`config.mk`:
```
export PLATFORM = sky130hd
export DESIGN_NAME = led_pattern_reader
export DESIGN_NICKNAME = d
export VERILOG_FILES = /design/src/rtl/led_pattern_reader.sv
export SDC_FILE = /design/constraint.sdc
export NUM_CORES = 1
export LEC_CHECK = 0
export CORE_MARGIN = 1.5
export CORE_UTILIZATION = 45
export DETAILED_ROUTE_END_ITERATION = 10
export HOLD_SLACK_MARGIN = 0.1
export SLEW_MARGIN = 15
export SYNTH_ARGS = -nofsm -noshare
export SYNTH_HDL_FRONTEND = slang
export SYNTH_SLANG_ARGS = --single-unit
```
`constraint.sdc`:
```
create_clock -name clk -period 3.1 [get_ports clk]
set_clock_uncertainty 0.2 [all_clocks]
set_input_delay 0.31 -clock clk [delete_from_list [all_inputs] [get_ports clk]]
set_output_delay 0.31 -clock clk [all_outputs]
set_load 0.03 [all_outputs]
```
`src/rtl/led_pattern_reader.sv`:
```
`default_nettype none
// ============================================================================
// Module      : led_pattern_reader
// Description : Steps through an LED pattern ROM and drives the board LEDs.
//               Each pattern is fetched (address + enable), captured after
//               the ROM's one-cycle read latency, then held for CLK_DIV
//               cycles before the address steps forward or backward with
//               wrap-around.
//
// Ports       : clk       - system clock
//               rst       - asynchronous active-high reset
//               run       - level; 1 = sequence runs, 0 = stop after hold
//               dir       - 0 = address increments, 1 = address decrements
//               restart   - one-cycle pulse; return to address 0
//               rom_addr  - address to pattern ROM
//               rom_en    - ROM port enable
//               rom_data  - ROM read data (valid one cycle after fetch)
//               leds      - registered LED drive
//               step      - one-cycle pulse when leds is loaded
//               busy      - high in every state except IDLE
//
// Revision    : 1.0 - initial release
// ============================================================================
module led_pattern_reader #(
    parameter int ADDR_W    = 12,
    parameter int DATA_W    = 4,
    parameter int CLK_DIV   = 50000000,
    parameter int ADDR_LAST = 4095
) (
    input  logic              clk,
    input  logic              rst,
    input  logic              run,
    input  logic              dir,
    input  logic              restart,
    output logic [ADDR_W-1:0] rom_addr,
    output logic              rom_en,
    input  logic [DATA_W-1:0] rom_data,
    output logic [DATA_W-1:0] leds,
    output logic              step,
    output logic              busy
);

    // Sized so that CLK_DIV-1 always fits; the counter never counts up.
    localparam int                 C_CNT_W     = $clog2(CLK_DIV + 1);
    localparam logic [C_CNT_W-1:0] C_CNT_LOAD  = C_CNT_W'(CLK_DIV - 1);
    localparam logic [ADDR_W-1:0]  C_ADDR_LAST = ADDR_W'(ADDR_LAST);

    typedef enum logic [1:0] {
        S_IDLE    = 2'd0,
        S_FETCH   = 2'd1,
        S_CAPTURE = 2'd2,
        S_HOLD    = 2'd3
    } state_t;

    state_t              r_state;
    state_t              w_state_nxt;
    logic [ADDR_W-1:0]   r_addr;
    logic [ADDR_W-1:0]   w_addr_nxt;
    logic [ADDR_W-1:0]   w_addr_adv;
    logic [C_CNT_W-1:0]  r_cnt;
    logic [C_CNT_W-1:0]  w_cnt_nxt;
    logic [DATA_W-1:0]   r_leds;
    logic [DATA_W-1:0]   w_leds_nxt;
    logic                r_step;
    logic                w_step_nxt;

    // ------------------------------------------------------------------
    // State register
    // ------------------------------------------------------------------
    always_ff @(posedge clk or posedge rst) begin
        if (rst) begin
            r_state <= S_IDLE;
        end else begin
            r_state <= w_state_nxt;
        end
    end

    // ------------------------------------------------------------------
    // Datapath registers
    // ------------------------------------------------------------------
    always_ff @(posedge clk or posedge rst) begin
        if (rst) begin
            r_addr <= '0;
            r_cnt  <= '0;
            r_leds <= '0;
            r_step <= 1'b0;
        end else begin
            r_addr <= w_addr_nxt;
            r_cnt  <= w_cnt_nxt;
            r_leds <= w_leds_nxt;
            r_step <= w_step_nxt;
        end
    end

    // Next address at hold expiry; dir is only looked at here, so a change
    // during the hold takes effect at the following advance.
    always_comb begin
        w_addr_adv = r_addr;
        if (dir) begin
            w_addr_adv = (r_addr == '0) ? C_ADDR_LAST : (r_addr - ADDR_W'(1));
        end else begin
            w_addr_adv = (r_addr == C_ADDR_LAST) ? '0 : (r_addr + ADDR_W'(1));
        end
    end

    // ------------------------------------------------------------------
    // Next-state and datapath control
    // ------------------------------------------------------------------
    always_comb begin
        w_state_nxt = r_state;
        w_addr_nxt  = r_addr;
        w_cnt_nxt   = r_cnt;
        w_leds_nxt  = r_leds;
        w_step_nxt  = 1'b0;

        case (r_state)
            S_IDLE: begin
                if (run) begin
                    w_state_nxt = S_FETCH;
                end
            end
            S_FETCH: begin
                w_state_nxt = S_CAPTURE;
            end
            S_CAPTURE: begin
                // ROM output is valid this cycle; load LEDs and start hold.
                w_leds_nxt  = rom_data;
                w_step_nxt  = 1'b1;
                w_cnt_nxt   = C_CNT_LOAD;
                w_state_nxt = S_HOLD;
            end
            S_HOLD: begin
                if (r_cnt == '0) begin
                    if (run) begin
                        w_addr_nxt  = w_addr_adv;
                        w_state_nxt = S_FETCH;
                    end else begin
                        // Stopping keeps the address so a resume refetches
                        // the pattern currently shown.
                        w_state_nxt = S_IDLE;
                    end
                end else begin
                    w_cnt_nxt = r_cnt - C_CNT_W'(1);
                end
            end
            default: begin
                w_state_nxt = S_IDLE;
            end
        endcase

        // restart overrides everything above, including an expiry or a
        // capture landing in the same cycle; the LEDs keep their value.
        if (restart) begin
            w_addr_nxt  = '0;
            w_cnt_nxt   = '0;
            w_leds_nxt  = r_leds;
            w_step_nxt  = 1'b0;
            w_state_nxt = run ? S_FETCH : S_IDLE;
        end
    end

    // Enable and busy decode straight from the state register so that an
    // asynchronous reset clears them without waiting for a clock edge.
    assign rom_en   = (r_state == S_FETCH) || (r_state == S_CAPTURE);
    assign busy     = (r_state != S_IDLE);
    assign rom_addr = r_addr;
    assign leds     = r_leds;
    assign step     = r_step;

endmodule
`default_nettype wire
```
==> impl_metrics.yaml, run 1 <==
status:
  status: "finished with violations"
  violations: "design-rule violations"
die:
  die_y_um: 85.15
  rows: 29
  io_pins: 28
  die-area_um2: 7250
  core-area_um2: 6422
  start_util_pct: 47.28
  die_w_um: 85.15
place:
  placed_area_um2: 3417
  dp.cells: 458
  globalplace.congestion: 0.9116
  numPortBuffers: 27
  hpwl_mm: 5.768
yosys:
  synth.avg_cell_area_um2: 8.459
  syn-num-nets: 375
  yosys.area.top_type: "dfrtp_1"
  netlist_area_um2: 3037
  async_flop_share_pct: 100.0
  ys.flop_type: "dfrtp_1"
  synth-warning-count: 0
  yosys-top-cells-area: "dfrtp_1 37%, a21oi_1 4.6%, nand2_1 4.2%"
  seq_area_frac_synth_pct: 37.08
  synth_cell_type_count: 63
  synth_edf_count: 0
  postSynthCellCount: 359
  synth-seq-cells: 45
  synth.top_cell.area_share_pct: 37.08
global_route:
  grt-busiest-layer: "met2"
  grt_max_degree: 46
  met1_usage_pct: 29.66
  grt_first_pass_wirelength_mm: 13.79
  first_global_vias: 2784
  grt_use_met3_pct: 3.599
  grt_util_met2_pct: 40.69
  overflow: 0
  grt.total_usage_pct: 23.83
  antenna_found_initial: 0
clock_tree:
  cts-resized-gates: 0
  numCtsBuffers: 5
  cts.sinks: 45
  root_buffer: "clkbuf_8"
  cts_tree: "yes"
  cts_buffer_depth: 2
  hold_buffers: 0
  cts_htree_levels: 2
  clk_latency_ns: 0.30
  postCtsSetupBuffers: 0
  path_clk_slew_ns: 0.09
power:
  p_switching_uw: 1630
  powerDensity_nw_per_um2: 985.5
  clockPowerShare_pct: 15.3
  swShare_pct: 46.57
  seqPwrFrac_pct: 27.0
  p_total_uw: 3499
  p_leak_uw: 0.001478
  p_int_uw: 1870
  p_comb_share_pct: 57.7
  ir_drop_mv: 0.6067
final_layout:
  layout.cells.non_filler: 466
  postLayoutCoreUtil_pct: 55.29
  insertedDiodeCount: 0
  drive_gt1_share_pct: 11.57
  final_area_um2: 3551
  final_cell_mix: "45 x dfrtp_1, 34 x nand2_1, 28 x a21oi_1"
  area_growth_pct: 16.93
  final_nets: 404
  layout_commonest_cell: "dfrtp_1"
timing:
  tns_ns: 0
  slew_headroom_pct: 36.36
  grt_setup_unrepaired: "no"
  fin_crit_sh_pct: 90.34
  hold_viol_final: 0
  final_max_slew_viol_count: 0
  setup_viol: 0
  worstMarginPinSlew_ns: 0.9532
  clock.fmax_mhz: 357.1
  period_minus_slack_ns: 2.800
setup_path:
  worst-path-max-fanout: 6
  critPathArrivalTime_ns: 2.79
  crit_type: "flop to flop"
  cp-start-kind: "flop"
  r2r_slack_ns: 0.30
  critPathCaptureType: "flop"
  required_ns: 3.09
route:
  dr.first_iter.drc_count: 180
  drc: 4
  drtPass1Iterations: 7
  drtAntennaViolNets: 0
  routedWlPerCell_um: 17.51
  dr_total_vias: 2934
  drt_wl_total_mm: 8.159
  vias_per_cell: 6.296
job:
  maxCapViolCount: 0
min_path:
  min_path_type: "flop to flop"
worst max-delay path, cell delays in order, from the launching register on:
cell	delay (ns)
dfrtp_1	0.40
inv_1	0.09
ha_1	0.25
or4b_1	0.52
nor3_2	0.31
nand3_1	0.19
or4_1	0.46
a21oi_1	0.16
o22ai_1	0.09
layer usage:
metal  vias to the layer above  wire length (um)
li1                       1402                 -
met1                      1431              3651
met2                        79              3979
met3                        22               310
met4                         0               218
met5                         -                 0
sequential cells by signal, summed over array words and instances (netlist names):
signal and count:
r_state 2, r_cnt 26, leds 4, step 1, rom_addr 12
kinds of logic after synthesis:
logic type,count (synthesis),synth area share [%]
adder cells (fa/ha/maj),7,2.884
buffers and inverters,30,4.120
flip-flops,45,37.08
multiplexers,4,1.483
AND/OR/NAND/NOR,166,32.02
XOR/XNOR,5,1.442
AO/OA/AOI/OAI,102,20.97
metrics by stage:
step	hold slack, ns	worst slack (ns)
after CTS	0.3178	0.3351
final	0.3117	0.2995
after global routing	0.3446	0.07848
after floorplan	0.2617	0.6455
after detailed placement	0.2950	0.3622
after global placement	0.2877	0.3706
cell usage after synthesis, types with 2 or more instances:
library cell  number
a211oi_1           4
a21o_1             4
a21oi_1           28
a221oi_1           3
a311oi_1           3
a31oi_1            9
and2_1             2
and3_1             4
and4_1             2
clkbuf_1          14
dfrtp_1           45
ha_1               7
inv_1             12
mux2_2             4
nand2_1           34
nand2b_1           6
nand3_1           19
nand3b_1           2
nand4_1            6
nand4b_1           2
nor2_1            25
nor2b_1            3
nor3_1            11
nor3_2             3
nor3b_1            3
nor4_1             4
nor4_2             3
o21a_1             2
o21ai_0           23
o21ai_1            7
o22ai_1            2
o31ai_1            4
or2_2              3
or3_1             15
or3_4              2
or4_1              8
xor2_1             5
cell type report:
type	instances	area, um2
clock buffer	5	68.82
clock inverter	3	65.06
inverter	13	48.80
fill	611	2872
sequential	45	1126
multi-input combinational	284	1785
tap	77	96.34
timing repair buffer	39	360.3
power groups by stage:
stage	combinational, uW	clock (uW)	sequential, uW
2_1_floorplan	1450	0	969
3_3_place_gp	2010	0	945
3_5_place_dp	2000	0	947
4_1_cts	2010	549	939
5_1_grt	2230	571	973
6_report	2020	534	945
path summary, 6_finish.rpt:
path,from,end,cells after the start
setup reg to reg,r_cnt[0],r_cnt[24],8
min in group asynchronous,rst,step,2
max in group asynchronous,rst,r_cnt[5],2
setup / recovery,r_cnt[0],r_cnt[24],8
hold reg to reg,leds[1],leds[1],1
hold / removal,leds[1],leds[1],1
(Power assumes the default switching activity.)
==> run 2, diff against run 1 <==
--- a/config.mk
+++ b/config.mk
@@ -6,4 +6,5 @@
 export NUM_CORES = 1
 export LEC_CHECK = 0
+export ABC_AREA = 0
 export CORE_MARGIN = 1.5
 export CORE_UTILIZATION = 45
==> constraint.sdc (replaced) <==
create_clock -name clk -period 3.1 [get_ports clk]
set_clock_uncertainty 0.2 [all_clocks]
set_input_delay 0.465 -clock clk [delete_from_list [all_inputs] [get_ports clk]]
set_output_delay 0.465 -clock clk [all_outputs]
set_load 0.03 [all_outputs]
==> run 2 against run 1 <==
  * The run still ends with design-rule violations left
  * Cell count down 0.64%
  * Critical path depth unchanged
  * Via count down 4.2%
  * Maximum frequency down 1.1%
  * Largest cell class unchanged
  * Critical endpoint unchanged
  * Routed wire length down 1.9%
  * Combinational power about the same
  * Sequential power about the same
  * Register-to-register slack worse by 0.03 ns
  * Worst hold slack worse by 0.022 ns
  * Largest power group unchanged
==> impl_metrics.yaml, run 2 (synthesized netlist as in run 1, its figures left out) <==
route:
  vias_per_cell: 6.071
  dr.first_iter.drc_count: 135
  dr_total_vias: 2811
  drtPass1Iterations: 7
  drt_wl_total_mm: 8.005
  drtAntennaViolNets: 0
  routedWlPerCell_um: 17.29
  drc: 4
final_layout:
  largest-register: "r_cnt"
  insertedDiodeCount: 0
  num-fill-cells: 595
  final_cell_mix: "45 x dfrtp_1, 34 x nand2_1, 28 x a21oi_1"
  largest_register_ffs: 26
  layout_commonest_cell: "dfrtp_1"
  drive_gt1_share_pct: 10.88
  area_growth_pct: 14.96
  final_nets: 401
clock_tree:
  cts_tree: "yes"
  hold_buffers: 0
  path_clk_slew_ns: 0.10
  postCtsSetupBuffers: 0
  root_buffer: "clkbuf_8"
  cts-resized-gates: 0
  cts_htree_levels: 2
  numCtsBuffers: 5
  cts.sinks: 45
  cts_buffer_depth: 2
  clk_latency_ns: 0.30
global_route:
  grt.total_usage_pct: 23.30
  overflow: 0
  grt_first_pass_wirelength_mm: 13.40
  antenna_found_initial: 0
  grt_max_degree: 35
  first_global_vias: 2757
timing:
  hold_viol_final: 0
  grt_setup_unrepaired: "no"
  final_max_slew_viol_count: 0
  tns_ns: 0
  setup_viol: 0
  clock.fmax_mhz: 353.2
  slew_headroom_pct: 54.31
  fin_crit_sh_pct: 91.33
  worstMarginPinSlew_ns: 0.6828
  period_minus_slack_ns: 2.831
setup_path:
  required_ns: 3.09
  worst_path_max_delay_cell: "or4b_1"
  critPathArrivalTime_ns: 2.82
  critPathCaptureType: "flop"
  cp-start-kind: "flop"
  cpLargestDelayFamily: "simple AND/OR/NAND/NOR gates"
  crit_type: "flop to flop"
  worst-path-max-fanout: 6
  max_stage_delay_ns: 0.51
  path_buf_inv: 1
  path_cells: "inv_1, ha_1, or4b_1, nor3_2, nand3_1, or4_1, a21oi_1, o22ai_1"
die:
  start_util_pct: 47.28
  core-area_um2: 6422
  die_w_um: 85.15
  rows: 29
  die-area_um2: 7250
  die_y_um: 85.15
  io_pins: 28
status:
  violations: "design-rule violations"
  status: "finished with violations"
power:
  p_int_uw: 1725
  p_leak_uw: 0.001448
  p_comb_share_pct: 60.0
  seqPwrFrac_pct: 28.3
  powerDensity_nw_per_um2: 960.2
  p_switching_uw: 1627
  ir_drop_mv: 0.6464
  clockPowerShare_pct: 11.8
  p_total_uw: 3352
  swShare_pct: 48.55
job:
  maxCapViolCount: 0
place:
  numPortBuffers: 27
  globalplace.congestion: 0.8805
  hpwl_mm: 5.676
min_path:
  min_path_type: "input port to asynchronous set/reset pin"
[run 2: cell types whose count changed in the layout (fill, tap and decap cells not counted)]
cell / previous run / this run
clkbuf_8: 5 / 6
clkinv_4: 0 / 1
bufinv_16: 2 / 0
buf_4: 12 / 9
[run 2: power by group through the flow]
stage	clock network, uW	registers (uW)	logic (uW)
2_1_floorplan	0	969	1450
3_3_place_gp	0	950	1990
3_5_place_dp	0	951	1990
4_1_cts	409	941	2010
5_1_grt	429	976	2210
6_report	395	947	2010
[run 2: cell type report]
| class | instances | area [um2] | area share, % |
|---|---|---|---|
| multi-input cells | 284 | 1785 | 51.15 |
| flip-flops and latches | 45 | 1126 | 32.26 |
| repair buffers | 36 | 337.8 | 9.677 |
| well taps | 77 | 96.34 | 2.760 |
| clock buffers | 6 | 82.58 | 2.366 |
| inverters | 13 | 48.80 | 1.398 |
| clock inverters | 2 | 13.76 | 0.3943 |
[run 2: routing by layer]
layer | global-route usage (%) | share of wire (%)
met3 | 3.016 | 2.7
met1 | 28.62 | 45
met5 | 0 | 0
met4 | 8.495 | 2.0
met2 | 41.70 | 50
[run 2: worst paths after layout]
path	startpoint	cells past startpoint	slack, ns	endpoint
max in group asynchronous	rst	3	1.84	r_cnt[16]
min in group clk	r_cnt[14]	1	0.31	r_cnt[14]
min	rst	2	0.29	step
min reg2reg	r_cnt[14]	1	0.31	r_cnt[14]
max reg2reg	r_cnt[0]	8	0.27	r_cnt[24]
max	r_cnt[0]	8	0.27	r_cnt[24]
[run 2: metrics by stage]
| step | utilization (%) | hold slack (ns) | area (um2) | cells | setup slack (ns) |
|---|---|---|---|---|---|
| after floorplan | - | 0.2698 | 3037 | 359 | 0.6455 |
| after global placement | 52.85 | 0.2867 | 3395 | 455 | 0.3636 |
| after detailed placement | 52.85 | 0.2967 | 3395 | 455 | 0.3730 |
| after CTS | 54.35 | 0.3087 | 3491 | 463 | 0.3111 |
| after global routing | 54.35 | 0.3260 | 3491 | 463 | 0.2113 |
| final | 54.35 | 0.2895 | 3491 | 463 | 0.2687 |
==> run 3, diff against run 2 <==
--- a/config.mk
+++ b/config.mk
@@ -7,5 +7,5 @@
 export LEC_CHECK = 0
 export ABC_AREA = 0
-export CORE_MARGIN = 1.5
+export CORE_MARGIN = 2
 export CORE_UTILIZATION = 45
 export DETAILED_ROUTE_END_ITERATION = 10
==> constraint.sdc (replaced) <==
create_clock -name clk -period 3.1 [get_ports clk]
set_clock_uncertainty 0.2 [all_clocks]
set_input_delay 0.62 -clock clk [delete_from_list [all_inputs] [get_ports clk]]
set_output_delay 0.62 -clock clk [all_outputs]
set_load 0.03 [all_outputs]
==> run 3 against run 2 <==
  * The flow now finishes without violations
  * Total power rose by 2.5%
  * Count of clock-buffer cells in the layout rose by 1
  * Maximum frequency rose by 0.51%
  * Sequential share of layout area decreased by 0.43 points
  * Clock power is 21% higher
  * Routed wire length rose by 1.6%
  * Flip-flop and latch count is the same
  * Non-clock buffer count grew 2
  * Sequential power is essentially flat
  * Critical endpoint unchanged
==> impl_metrics.yaml, run 3 (synthesized netlist as in run 1, its figures left out) <==
clock_tree:
  cts.sinks: 45
  numCtsBuffers: 5
  cts-resized-gates: 0
  clk_latency_ns: 0.31
  cts_htree_levels: 2
  postCtsSetupBuffers: 0
  root_buffer: "clkbuf_8"
  cts_tree: "yes"
  cts_buffer_depth: 2
  path_clk_slew_ns: 0.09
  hold_buffers: 0
setup_path:
  worst-path-max-fanout: 6
  critPathArrivalTime_ns: 2.80
  required_ns: 3.09
  crit_type: "flop to flop"
  r2r_start: "r_cnt[0]"
  critPathCaptureType: "flop"
  crit_start: "r_cnt[0]"
  cp-start-kind: "flop"
global_route:
  overflow: 0
  grt_first_pass_wirelength_mm: 14.18
  antenna_found_initial: 0
  grt_max_degree: 25
  grt.total_usage_pct: 24.04
  first_global_vias: 2856
power:
  p_leak_uw: 0.001468
  p_switching_uw: 1624
  clockPowerShare_pct: 13.9
  swShare_pct: 47.29
  p_comb_share_pct: 58.6
  p_int_uw: 1811
  powerDensity_nw_per_um2: 970.8
  seqPwrFrac_pct: 27.5
  ir_drop_mv: 0.6133
timing:
  setup_viol: 0
  fin_crit_sh_pct: 90.86
  whs_ns: 0.3149
  clock.fmax_mhz: 355.0
  final_max_slew_viol_count: 0
  setup_ws_ns: 0.2832
  tns_ns: 0
  worstMarginPinSlew_ns: 0.6514
  period_minus_slack_ns: 2.817
  grt_setup_unrepaired: "no"
  slew_headroom_pct: 56.41
  hold_viol_final: 0
die:
  die_w_um: 86.15
  die_y_um: 86.15
  rows: 29
  core-area_um2: 6422
  start_util_pct: 47.28
  die-area_um2: 7421
  io_pins: 28
final_layout:
  largest-register: "r_cnt"
  largest_register_ffs: 26
  drive_gt1_share_pct: 11.08
  layout.cells.non_filler: 465
  final_cell_mix: "45 x dfrtp_1, 34 x nand2_1, 28 x a21oi_1"
  final_nets: 403
  area_growth_pct: 16.52
  insertedDiodeCount: 0
  postLayoutCoreUtil_pct: 55.09
  layout_commonest_cell: "dfrtp_1"
route:
  drtAntennaViolNets: 0
  drtPass1Iterations: 5
  vias_per_cell: 6.194
  drc: 0
  dr.first_iter.drc_count: 138
  routedWlPerCell_um: 17.49
  dr_total_vias: 2880
  drt_wl_total_mm: 8.135
place:
  preCtsSetupSlack_ns: 0.2796
  numPortBuffers: 27
  globalplace.congestion: 0.8440
  hpwl_mm: 5.799
  dp.cells: 457
min_path:
  min_path_type: "flop to flop"
  hp-start: "leds[1]"
status:
  status: "completed"
job:
  maxCapViolCount: 0
==> run 3: cell count changes in the layout (fill, tap and decap cells not counted) <==
cell and delta:
buf_4 +1, bufinv_16 +1, clkinv_2 -1, buf_12 +1, clkinv_4 -1, clkbuf_1 +1
==> run 3: path summary, 6_finish.rpt <==
kind / cells past startpoint / slack (ns) / endpoint
min reg2reg: 1 / 0.31 / leds[1]
min in group asynchronous: 2 / 0.46 / leds[0]
max in group asynchronous: 3 / 1.72 / r_cnt[12]
min: 1 / 0.31 / leds[1]
max: 8 / 0.28 / r_cnt[24]
max reg2reg: 8 / 0.28 / r_cnt[24]
==> run 3: final cells by class <==
class                      instances  area (um2)
inverter                          13       48.80
multi-input combinational        284        1785
clock inverter                     1       30.03
sequential                        45        1126
timing repair buffer              38       365.4
fill                             583        2884
clock buffer                       7       86.33
tap                               77       96.34
==> run 3: worst max-delay path: stages (launching register included) <==
cell and delay, ns:
dfrtp_1 0.39, inv_1 0.10, ha_1 0.27, or4b_1 0.52, nor3_2 0.31, nand3_1 0.20, or4_1 0.46, a21oi_1 0.17
o22ai_1 0.09
==> run 3: per-stage QoR <==
| stage | area, um2 | power, uW |
|---|---|---|
| floorplan | 3037 | 2423 |
| global placement | 3422 | 2945 |
| detailed placement | 3422 | 2948 |
| CTS | 3538 | 3439 |
| global route | 3538 | 3744 |
| finish | 3538 | 3435 |
==> run 3: power by group through the flow <==
stage | combinational, uW | sequential (uW) | clock (uW)
after detailed placement | 2000 | 949 | 0
final | 2010 | 945 | 476
after global placement | 2000 | 948 | 0
after global routing | 2260 | 974 | 511
after floorplan | 1450 | 969 | 0
after CTS | 2010 | 941 | 486
==> run 3: layer usage <==
metal / part of all wire [%] / track usage [%] / vias up / wire length [um]
li1: - / - / 1402 / -
met1: 46 / 32.74 / 1376 / 3735
met2: 47 / 39.04 / 87 / 3812
met3: 5.1 / 3.561 / 15 / 415
met4: 2.1 / 8.369 / 0 / 172
met5: 0 / 0 / - / 0
